===== src/rtl/keypad_pkg.sv =====
`default_nettype none
// ============================================================================
//  Module      : keypad_pkg
//  Description : Shared types and helpers for the 4x4 keypad scanner.
//  Revision    : 1.0
// ============================================================================
package keypad_pkg;

    typedef enum logic [1:0] {
        SCAN     = 2'd0,
        DEBOUNCE = 2'd1,
        HELD     = 2'd2,
        RELEASE  = 2'd3
    } state_t;

    localparam logic [3:0] COL0_DRIVE = 4'b1110;

    // Row-major legend: 1 2 3 A / 4 5 6 B / 7 8 9 C / E 0 F D
    function automatic logic [3:0] key_map(input logic [1:0] row, input logic [1:0] col);
        logic [3:0] code;
        case ({row, col})
            4'b00_00: code = 4'h1;
            4'b00_01: code = 4'h2;
            4'b00_10: code = 4'h3;
            4'b00_11: code = 4'hA;
            4'b01_00: code = 4'h4;
            4'b01_01: code = 4'h5;
            4'b01_10: code = 4'h6;
            4'b01_11: code = 4'hB;
            4'b10_00: code = 4'h7;
            4'b10_01: code = 4'h8;
            4'b10_10: code = 4'h9;
            4'b10_11: code = 4'hC;
            4'b11_00: code = 4'hE;
            4'b11_01: code = 4'h0;
            4'b11_10: code = 4'hF;
            default:  code = 4'hD;
        endcase
        return code;
    endfunction

endpackage
`default_nettype wire


===== src/rtl/keypad_scanner_sync_2ff.sv =====
`default_nettype none
// ============================================================================
//  Module      : sync_2ff
//  Description : Two-flop synchronizer for asynchronous inputs, resets to 1s.
//  Revision    : 1.0
// ============================================================================
module sync_2ff #(
    parameter int WIDTH = 4
) (
    input  logic             clk,
    input  logic             reset,
    input  logic [WIDTH-1:0] d_i,
    output logic [WIDTH-1:0] q_o
);

    logic [WIDTH-1:0] meta_q;
    logic [WIDTH-1:0] sync_q;

    always_ff @(posedge clk) begin
        if (reset) begin
            meta_q <= '1;
            sync_q <= '1;
        end else begin
            meta_q <= d_i;
            sync_q <= meta_q;
        end
    end

    assign q_o = sync_q;

endmodule
`default_nettype wire


===== src/rtl/keypad_scanner.sv =====
`default_nettype none
// ============================================================================
//  Module      : keypad_scanner
//  Description : 4x4 matrix keypad scanner with debounce; one pulse per press.
//  Revision    : 1.0
// ============================================================================
module keypad_scanner
    import keypad_pkg::*;
#(
    parameter int SCAN_CYCLES     = 4096,
    parameter int DEBOUNCE_CYCLES = 65536
) (
    input  logic       clk,
    input  logic       reset,
    input  logic [3:0] keypad_hori,
    output logic [3:0] keypad_vert,
    output logic [3:0] key_code,
    output logic       key_valid,
    output logic       key_held
);

    localparam int MAX_CYCLES = (SCAN_CYCLES > DEBOUNCE_CYCLES) ? SCAN_CYCLES : DEBOUNCE_CYCLES;
    localparam int CW         = $clog2(MAX_CYCLES) + 1;
    localparam logic [CW-1:0] SCAN_LAST = CW'(SCAN_CYCLES - 1);
    localparam logic [CW-1:0] DEB_LAST  = CW'(DEBOUNCE_CYCLES - 1);

    logic [3:0]    rows;
    state_t        state_q;
    logic [1:0]    col_q;
    logic [1:0]    row_q;
    logic [CW-1:0] cnt_q;
    logic [3:0]    vert_q;
    logic [3:0]    code_q;
    logic          valid_q;
    logic          held_q;

    logic [1:0]    col_d;
    logic [3:0]    vert_d;
    logic [CW-1:0] cnt_d;
    logic [3:0]    rows_low;
    logic          one_low;
    logic [1:0]    low_idx;
    logic          row_hit;

    sync_2ff #(.WIDTH(4)) u_sync (
        .clk   (clk),
        .reset (reset),
        .d_i   (keypad_hori),
        .q_o   (rows)
    );

    always_comb begin
        col_d    = col_q + 2'd1;
        vert_d   = ~(4'b0001 << col_d);
        cnt_d    = (cnt_q == '1) ? cnt_q : cnt_q + 1'b1;
        rows_low = ~rows;
        one_low  = $onehot(rows_low);
        low_idx  = 2'd0;
        for (int i = 0; i < 4; i++) begin
            if (rows_low[i]) low_idx = 2'(i);
        end
        row_hit  = ~rows[row_q];
    end

    always_ff @(posedge clk) begin
        if (reset) begin
            state_q <= SCAN;
            col_q   <= 2'd0;
            row_q   <= 2'd0;
            cnt_q   <= '0;
            vert_q  <= COL0_DRIVE;
            code_q  <= 4'h0;
            valid_q <= 1'b0;
            held_q  <= 1'b0;
        end else begin
            valid_q <= 1'b0;
            unique case (state_q)
                SCAN: begin
                    if (cnt_q != SCAN_LAST) begin
                        cnt_q <= cnt_d;
                    end else begin
                        cnt_q <= '0;
                        // Multi-row hits are treated as ghosting and skipped.
                        if (one_low) begin
                            row_q   <= low_idx;
                            state_q <= DEBOUNCE;
                        end else begin
                            col_q  <= col_d;
                            vert_q <= vert_d;
                        end
                    end
                end
                DEBOUNCE: begin
                    if (!row_hit) begin
                        state_q <= SCAN;
                        cnt_q   <= '0;
                        col_q   <= col_d;
                        vert_q  <= vert_d;
                    end else if (cnt_q == DEB_LAST) begin
                        state_q <= HELD;
                        valid_q <= 1'b1;
                        held_q  <= 1'b1;
                        code_q  <= key_map(row_q, col_q);
                    end else begin
                        cnt_q <= cnt_d;
                    end
                end
                HELD: begin
                    if (!row_hit) begin
                        state_q <= RELEASE;
                        cnt_q   <= '0;
                    end
                end
                RELEASE: begin
                    if (row_hit) begin
                        state_q <= HELD;
                    end else if (cnt_q == DEB_LAST) begin
                        state_q <= SCAN;
                        cnt_q   <= '0;
                        held_q  <= 1'b0;
                        col_q   <= col_d;
                        vert_q  <= vert_d;
                    end else begin
                        cnt_q <= cnt_d;
                    end
                end
                default: state_q <= SCAN;
            endcase
        end
    end

    assign keypad_vert = vert_q;
    assign key_code    = code_q;
    assign key_valid   = valid_q;
    assign key_held    = held_q;

endmodule
`default_nettype wire


===== config.mk =====
export PLATFORM = sky130hd
export DESIGN_NAME = keypad_scanner
export DESIGN_NICKNAME = d
export VERILOG_FILES = /design/src/rtl/keypad_pkg.sv /design/src/rtl/keypad_scanner_sync_2ff.sv /design/src/rtl/keypad_scanner.sv
export SDC_FILE = /design/constraint.sdc
export NUM_CORES = 1
export LEC_CHECK = 0
export CORE_UTILIZATION = 54
export CTS_BUF_LIST = sky130_fd_sc_hd__clkbuf_8
export CTS_CLUSTER_DIAMETER = 200
export DETAILED_ROUTE_END_ITERATION = 12
export HOLD_SLACK_MARGIN = 0.06
export PLACE_DENSITY = 0.8
export SYNTH_ARGS = -nofsm -noshare
export SYNTH_HDL_FRONTEND = slang
export SYNTH_SLANG_ARGS = --single-unit

===== constraint.sdc =====
create_clock -name clk -period 2.1 [get_ports clk]
set_input_delay 0.315 -clock clk [delete_from_list [all_inputs] [get_ports clk]]
set_output_delay 0.315 -clock clk [all_outputs]
set_load 0.1 [all_outputs]

After elaboration in Yosys (flattened, before gate mapping)
Memory sizes are Yosys's and may differ from the RTL's. A register that Yosys moved wholly into a read port is not among the register bits.
Index checks and enable logic that the tools add are counted.
{"block": "classes", "addsub": 5, "magnitude_cmp": 1, "eq_ne": 19, "shifts": 1, "mux": 39, "n_bitwise": 5, "n_reduce_logical": 10}
{"cell": "$mux 17", "count": 7}
{"cell": "$pmux 17 s4", "count": 1}
{"cell": "$mux 2", "count": 14}
{"cell": "$mux 4", "count": 5}
{"cell": "$ne 2x2->1 const B", "count": 9}
{"cell": "$add 17x1->17 const B", "count": 1}
{"cell": "$eq 17x16->1 const B", "count": 1}
{"cell": "$eq 17x17->1 const B", "count": 1}
{"cell": "$ne 17x12->1 const B", "count": 1}
{"cell": "$pmux 4 s3", "count": 1}
{"cell": "$reduce_and 5->1", "count": 2}
{"cell": "$ne 3x3->1 const B", "count": 3}
{"cell": "$reduce_and 3->1", "count": 3}
{"cell": "$not 4->4", "count": 2}
{"cell": "$pmux 2 s4", "count": 1}
{"cell": "$mux 1", "count": 7}
{"cell": "$pmux 2 s3", "count": 1}
{"cell": "$reduce_and 6->1", "count": 1}
{"cell": "$add 1x1->2", "count": 2}
{"cell": "$eq 2x2->1 const B", "count": 2}
{"cell": "$shl 1x2->4 const A", "count": 1}
{"cell": "$add 2x2->3", "count": 1}
{"cell": "$eq 3x1->1 const B", "count": 1}
{"cell": "$lt 2x3->1 const B", "count": 1}
{"cell": "9 further kinds", "count": 11}
{"block": "totals", "register_bits": 37, "romBits": 64, "in_bits": 6, "output_inout_bits": 10, "word_cells": 90, "mem_count": 1}
{"name": "(name not given)", "words": 16, "width": 4, "rd": 1, "rd_clocked_by_memory_dff": 1, "write_ports": 0, "line_no": "keypad_pkg.sv:21", "text": "case ({row, col})"}

Depth between registers and ports, before layout
{"block": "depth", "depth_word": 7, "ltp_mapped": 9}

Cells and area by module
A second synthesis with hierarchy kept.
{"block": "unflattened", "hier_cells": 231, "hier_area_um2": 2138.3}
{"mod": "keypad_scanner", "instances": 1, "cells_each": 215, "area_per_inst_um2": 1928.1, "seq_area_each_um2": 660.6}
{"mod": "sync_2ff", "instances": 1, "cells_each": 16, "area_per_inst_um2": 210.2, "seq_area_each_um2": 160.2}

Worst setup path after synthesis
No wires, ideal clock.
{"block": "synth_path", "path_type": "register to register", "start": "register u_sync.sync_q[0], in the netlist u_sync.q_o[0]", "end": "register col_q[1]", "arrival_ns": 2.080, "required_ns": 1.972, "path_slack_ns": -0.107, "path_stages_with_launch": 10, "path_buffers": 0, "synth_period_minus_slack_ns": 2.207, "cell_sequence": "dfxtp_1 > fa_1 > inv_1 > ha_1 > ha_1 > nor3b_1 > nand4b_1 > nand3_2 > mux2i_1 > nor2_1"}
{"block": "synth_between", "elab_chain_cells": 6, "word_cells_on_any_way": 10, "cone_classes": "add/sub (2); eq/ne (4); mux (2); bitwise (1); reduce/logical (1)"}
{"element": "from (decl)", "line_no": "keypad_scanner_sync_2ff.sv:17", "text": "logic [WIDTH-1:0] sync_q;"}
{"element": "from (signal assigned)", "line_no": "keypad_scanner_sync_2ff.sv:25", "text": "sync_q <= meta_q;"}
{"element": "$not 4->4", "line_no": "keypad_scanner.sv:56", "text": "rows_low = ~rows;"}
{"element": "$add 1x1->2 (not written as such)", "line_no": "keypad_scanner.sv:57", "text": "one_low = $onehot(rows_low);"}
{"element": "$add 2x2->3 (not written as such)", "line_no": "keypad_scanner.sv:57"}
{"element": "$eq 3x1->1", "line_no": "keypad_scanner.sv:57"}
{"element": "$ne 2x2->1 (no source line)"}
{"element": "$reduce_and 6->1 (no source line) *"}
{"element": "to (signal assigned)", "line_no": "keypad_scanner.sv:88", "text": "col_q <= col_d;"}
{"element": "to (signal assigned)", "line_no": "keypad_scanner.sv:97", "text": "col_q <= col_d;"}
{"element": "to (signal assigned)", "line_no": "keypad_scanner.sv:121", "text": "col_q <= col_d;"}
{"element": "to (decl)", "line_no": "keypad_scanner.sv:29", "text": "logic [1:0] col_q;"}
Every way passes the cells marked *; elsewhere a longest branch is shown, timed or not. The select of a mux whose other input is x is not followed.
A chain may end at the register's enable or synchronous reset.

Worst setup path in the final report
{"block": "layout_path", "start": "register u_sync.sync_q[0], in the netlist u_sync.q_o[0]", "end": "register vert_q[3], in the netlist keypad_vert[3]"}
{"block": "layout_between", "elab_chain_cells": 6, "word_cells_on_any_way": 10, "cone_classes": "add/sub (2); eq/ne (4); mux (2); bitwise (1); reduce/logical (1)"}
{"element": "$not 4->4", "line_no": "keypad_scanner.sv:56"}
{"element": "$add 1x1->2 (not written as such)", "line_no": "keypad_scanner.sv:57"}
{"element": "$add 2x2->3 (not written as such)", "line_no": "keypad_scanner.sv:57"}
{"element": "$eq 3x1->1", "line_no": "keypad_scanner.sv:57"}
{"element": "$ne 2x2->1 (no source line)"}
{"element": "$reduce_and 6->1 (no source line) *"}
{"element": "to (signal assigned)", "line_no": "keypad_scanner.sv:89", "text": "vert_q <= vert_d;"}
{"element": "to (signal assigned)", "line_no": "keypad_scanner.sv:98", "text": "vert_q <= vert_d;"}
{"element": "to (signal assigned)", "line_no": "keypad_scanner.sv:122", "text": "vert_q <= vert_d;"}
{"element": "to (decl)", "line_no": "keypad_scanner.sv:32", "text": "logic [3:0] vert_q;"}
Marked as above.

==> metrics <==
final worst-path cycle share=107%; Sink Count=41; Pre-antenna DRT Iters=4; Setup WS post-layout=-0.146 ns; antenna cell count=0; asr flop ratio synth=0%; Die W=around 64 um; post-route core utilization=a little over two thirds; cells along the critical path=fa_1, inv_2, ha_4, ha_4, nor3b_4, nand4b_1, nand3_2, nor3_2, a31oi_1; H-tree Lvls=2; R2R Path Start=u_sync.q_o[0]$_SDFF_PP1_; status=finished with violations; CTS tree=done; Final ANT Viol Nets=0; crit-path max cell delay=~0.54 ns; internal reg-to-reg setup slack=-0.15 ns; row count=22; RSZ-0062 raised after global routing=yes; cell mode on critical path=ha_4; Post-Syn Area=around 0.0021 mm2; clock root buffer master=clkbuf_8; Pins Over Slew Limit=0; WHS=a little over 0.4 ns; vias per cell=between 5 and 6; DRT iter0 DRCs=between 100 and 150; Crit. End Element=flip-flop; R2R Path End=keypad_vert[3]$_SDFFE_PP1P_; Die Y=64.4 um; final WL=4.22 mm; final hold violations=0; DR WL/cell=13.3 um; Syn Nets=252; P per Cell Area=between 500 and 600 mW/mm2; Worst-Skew Late Latency=0.29 ns; Critical Path Source Type=flip-flop; Top FF cell, synth=dfxtp_1; Inst Count DP=309; crit path time final=2.25 ns; GR Overflow Total=0; maximum clock path buffer count=2; clk slew on worst S/H paths=0.07 ns; WS Path Type=reg2reg; largest net degree at the start of global routing=21; Clock Skew=roughly 0.0064 ns; sum of buffers and inverters on the critical path=1; Unique masters post-synth=45; worst r2r path cells=9; Post-CTS Setup Repair Bufs=0; Final HPWL DP=2.87 mm; vias in the first global route=between 1,500 and 2,000; failing checks=setup timing; Mapped Cells=236; delay-heaviest family, CP=adder cells; initial antenna violation count=0; FMAX=around 450 MHz; FF+latch count, synth=41; global-route wire length before repair=slightly below 7 mm; cts-stage hold buffer count=0; gpl congestion=0.829; final instance area=between 0.002 and 0.003 mm2; layout cells sized above 1=a little over a quarter; Yosys Warn Count=0; Final Setup Violations=6; number of flops mapped to enable cells by yosys=0; Post-Syn Area per Cell=8.92 um2; setup TNS=-0.639 ns; number of port buffers=15; Filler cells=slightly below 300; Worst Path Max Fanout=5; overall power=between 1 and 1.5 mW; via count=between 1,500 and 2,000; Worst Hold Launch=u_sync.meta_q[0]$_SDFF_PP1_; Slowest cell on crit path=fa_1; num ports=16; maximum vdd drop=around 340 uV; fin cells=approximately 320; Die ar.=between 0.004 and 0.005 mm2; worst slew pin tran=0.438 ns; Layout Area Growth over Synthesis=22.0%; Starting Density=about 57%; # DRC=0; DP Area=0.00243 mm2; top cell type by total area after synthesis=dfxtp_1; CP startpoint=u_sync.q_o[0]$_SDFF_PP1_; Required @ worst endpoint=roughly 2.3 ns; synth cell count leaders=dfxtp_1, nor2_1, nand2_1; Leak=between 1 and 1.5 nW; most frequent cell after synthesis=dfxtp_1; Hold Path Class=reg2reg; top cell type's share of synthesized area=a little under 40%; GR Util All Layers=a little over a fifth; CORE AREA=approximately 0.0037 mm2; Seq/Total Area, Yosys=between 30% and 40%; Worst EP arrival=2.42 ns; worst slack, placed=-0.100 ns; worst relative slew slack=between 70 and 80%; CTS buffer count=5; max-cap violations=0; synth top area cells=dfxtp_1, ha_1, nor2_1, xor2_1, mux2i_1; WHS Path Cells=1; endpoint of the worst hold path=u_sync.q_o[0]$_SDFF_PP1_; final-stage net count=285
## sequential cells by signal, summed over array words and instances (netlist names), named ones only
| name | count |
|---|---|
| keypad_vert | 4 |
| u_sync.meta_q | 4 |
| col_q | 2 |
| key_valid | 1 |
| key_code | 4 |
| u_sync.q_o | 4 |
| cnt_q | 17 |
| row_q | 2 |
| state_q | 1 |
| key_held | 1 |
## layout by cell type (no fill, tap or decap), types with 5 or more instances in the layout
cell and count:
nand2_1 15, buf_4 30, mux2i_1 7, ha_1 7, a21oi_1 10, o21ai_0 9
nand3_1 10, nand4_1 10, or2_2 9, clkdlybuf4s50_1 5, nor3_2 5, inv_1 9
xor2_1 12, clkbuf_8 6, dfxtp_1 39, nor2_1 29
## metal layers
layer	up-vias	global-route usage [%]	part of all wire [%]
met4	0	11.4	1.8
li1	895	-	-
met1	815	28.8	47
met5	-	0	0
met2	36	32.0	48
met3	6	5.28	3.9
## worst register-to-register path: stages (launching register included)
cell	delay, ns
dfxtp_2	0.33
fa_1	0.54
inv_2	0.05
ha_4	0.15
ha_4	0.23
nor3b_4	0.20
nand4b_1	0.23
nand3_2	0.17
nor3_2	0.17
a31oi_1	0.06
## layout make-up
| type | count | area [um2] | area share, % |
|---|---|---|---|
| Timing Repair Buffer | 36 | 295 | 11.5 |
| Tap cell | 48 | 60.1 | 2.34 |
| Multi-Input combinational cell | 176 | 1270 | 49.4 |
| Inverter | 9 | 33.8 | 1.32 |
| Sequential cell | 41 | 823 | 32.1 |
| Clock inverter | 1 | 3.75 | 0.146 |
| Clock buffer | 6 | 82.6 | 3.22 |
## logic make-up after synthesis
group | Yosys count | share of synthesized area (%)
compound gates | 33 | 10.6
fa+ha+maj | 10 | 6.30
mux | 10 | 6.18
flops | 41 | 39.0
buf+inv | 20 | 4.58
xor+xnor | 14 | 5.83
simple gates | 108 | 27.5
## power by group
| part | leakage (nW) | switching (mW) | internal, mW |
|---|---|---|---|
| combinational | 0.629 | 0.0680 | 0.0545 |
| clock | 0.0485 | 0.249 | 0.256 |
| sequential | 0.332 | 0.0115 | 0.793 |
| total | 1.01 | 0.328 | 1.10 |
## worst max-delay path by stage
| stage | to | slack [ns] | cells past startpoint |
|---|---|---|---|
| 3_5_place_dp | keypad_vert[0]$_SDFFE_PP0P_ | -0.10 | 8 |
| 6_report | keypad_vert[3]$_SDFFE_PP1P_ | -0.15 | 9 |
| 5_1_grt | keypad_vert[3]$_SDFFE_PP1P_ | -0.26 | 9 |
| 3_3_place_gp | col_q[1]$_SDFFE_PP0P_ | -0.04 | 9 |
| 2_1_floorplan | col_q[1]$_SDFFE_PP0P_ | 0.005 | 9 |
| 4_1_cts | col_q[1]$_SDFFE_PP0P_ | -0.09 | 9 |
## what timing repair did
item	4_1_cts	5_1_grt
setup endpoints to repair	8	25
hold endpoints to repair	0	0
cloned	0	1
gates resized for setup	1	8
pin swaps	2	4
Note: power is estimated with default switching activity, not from simulation.
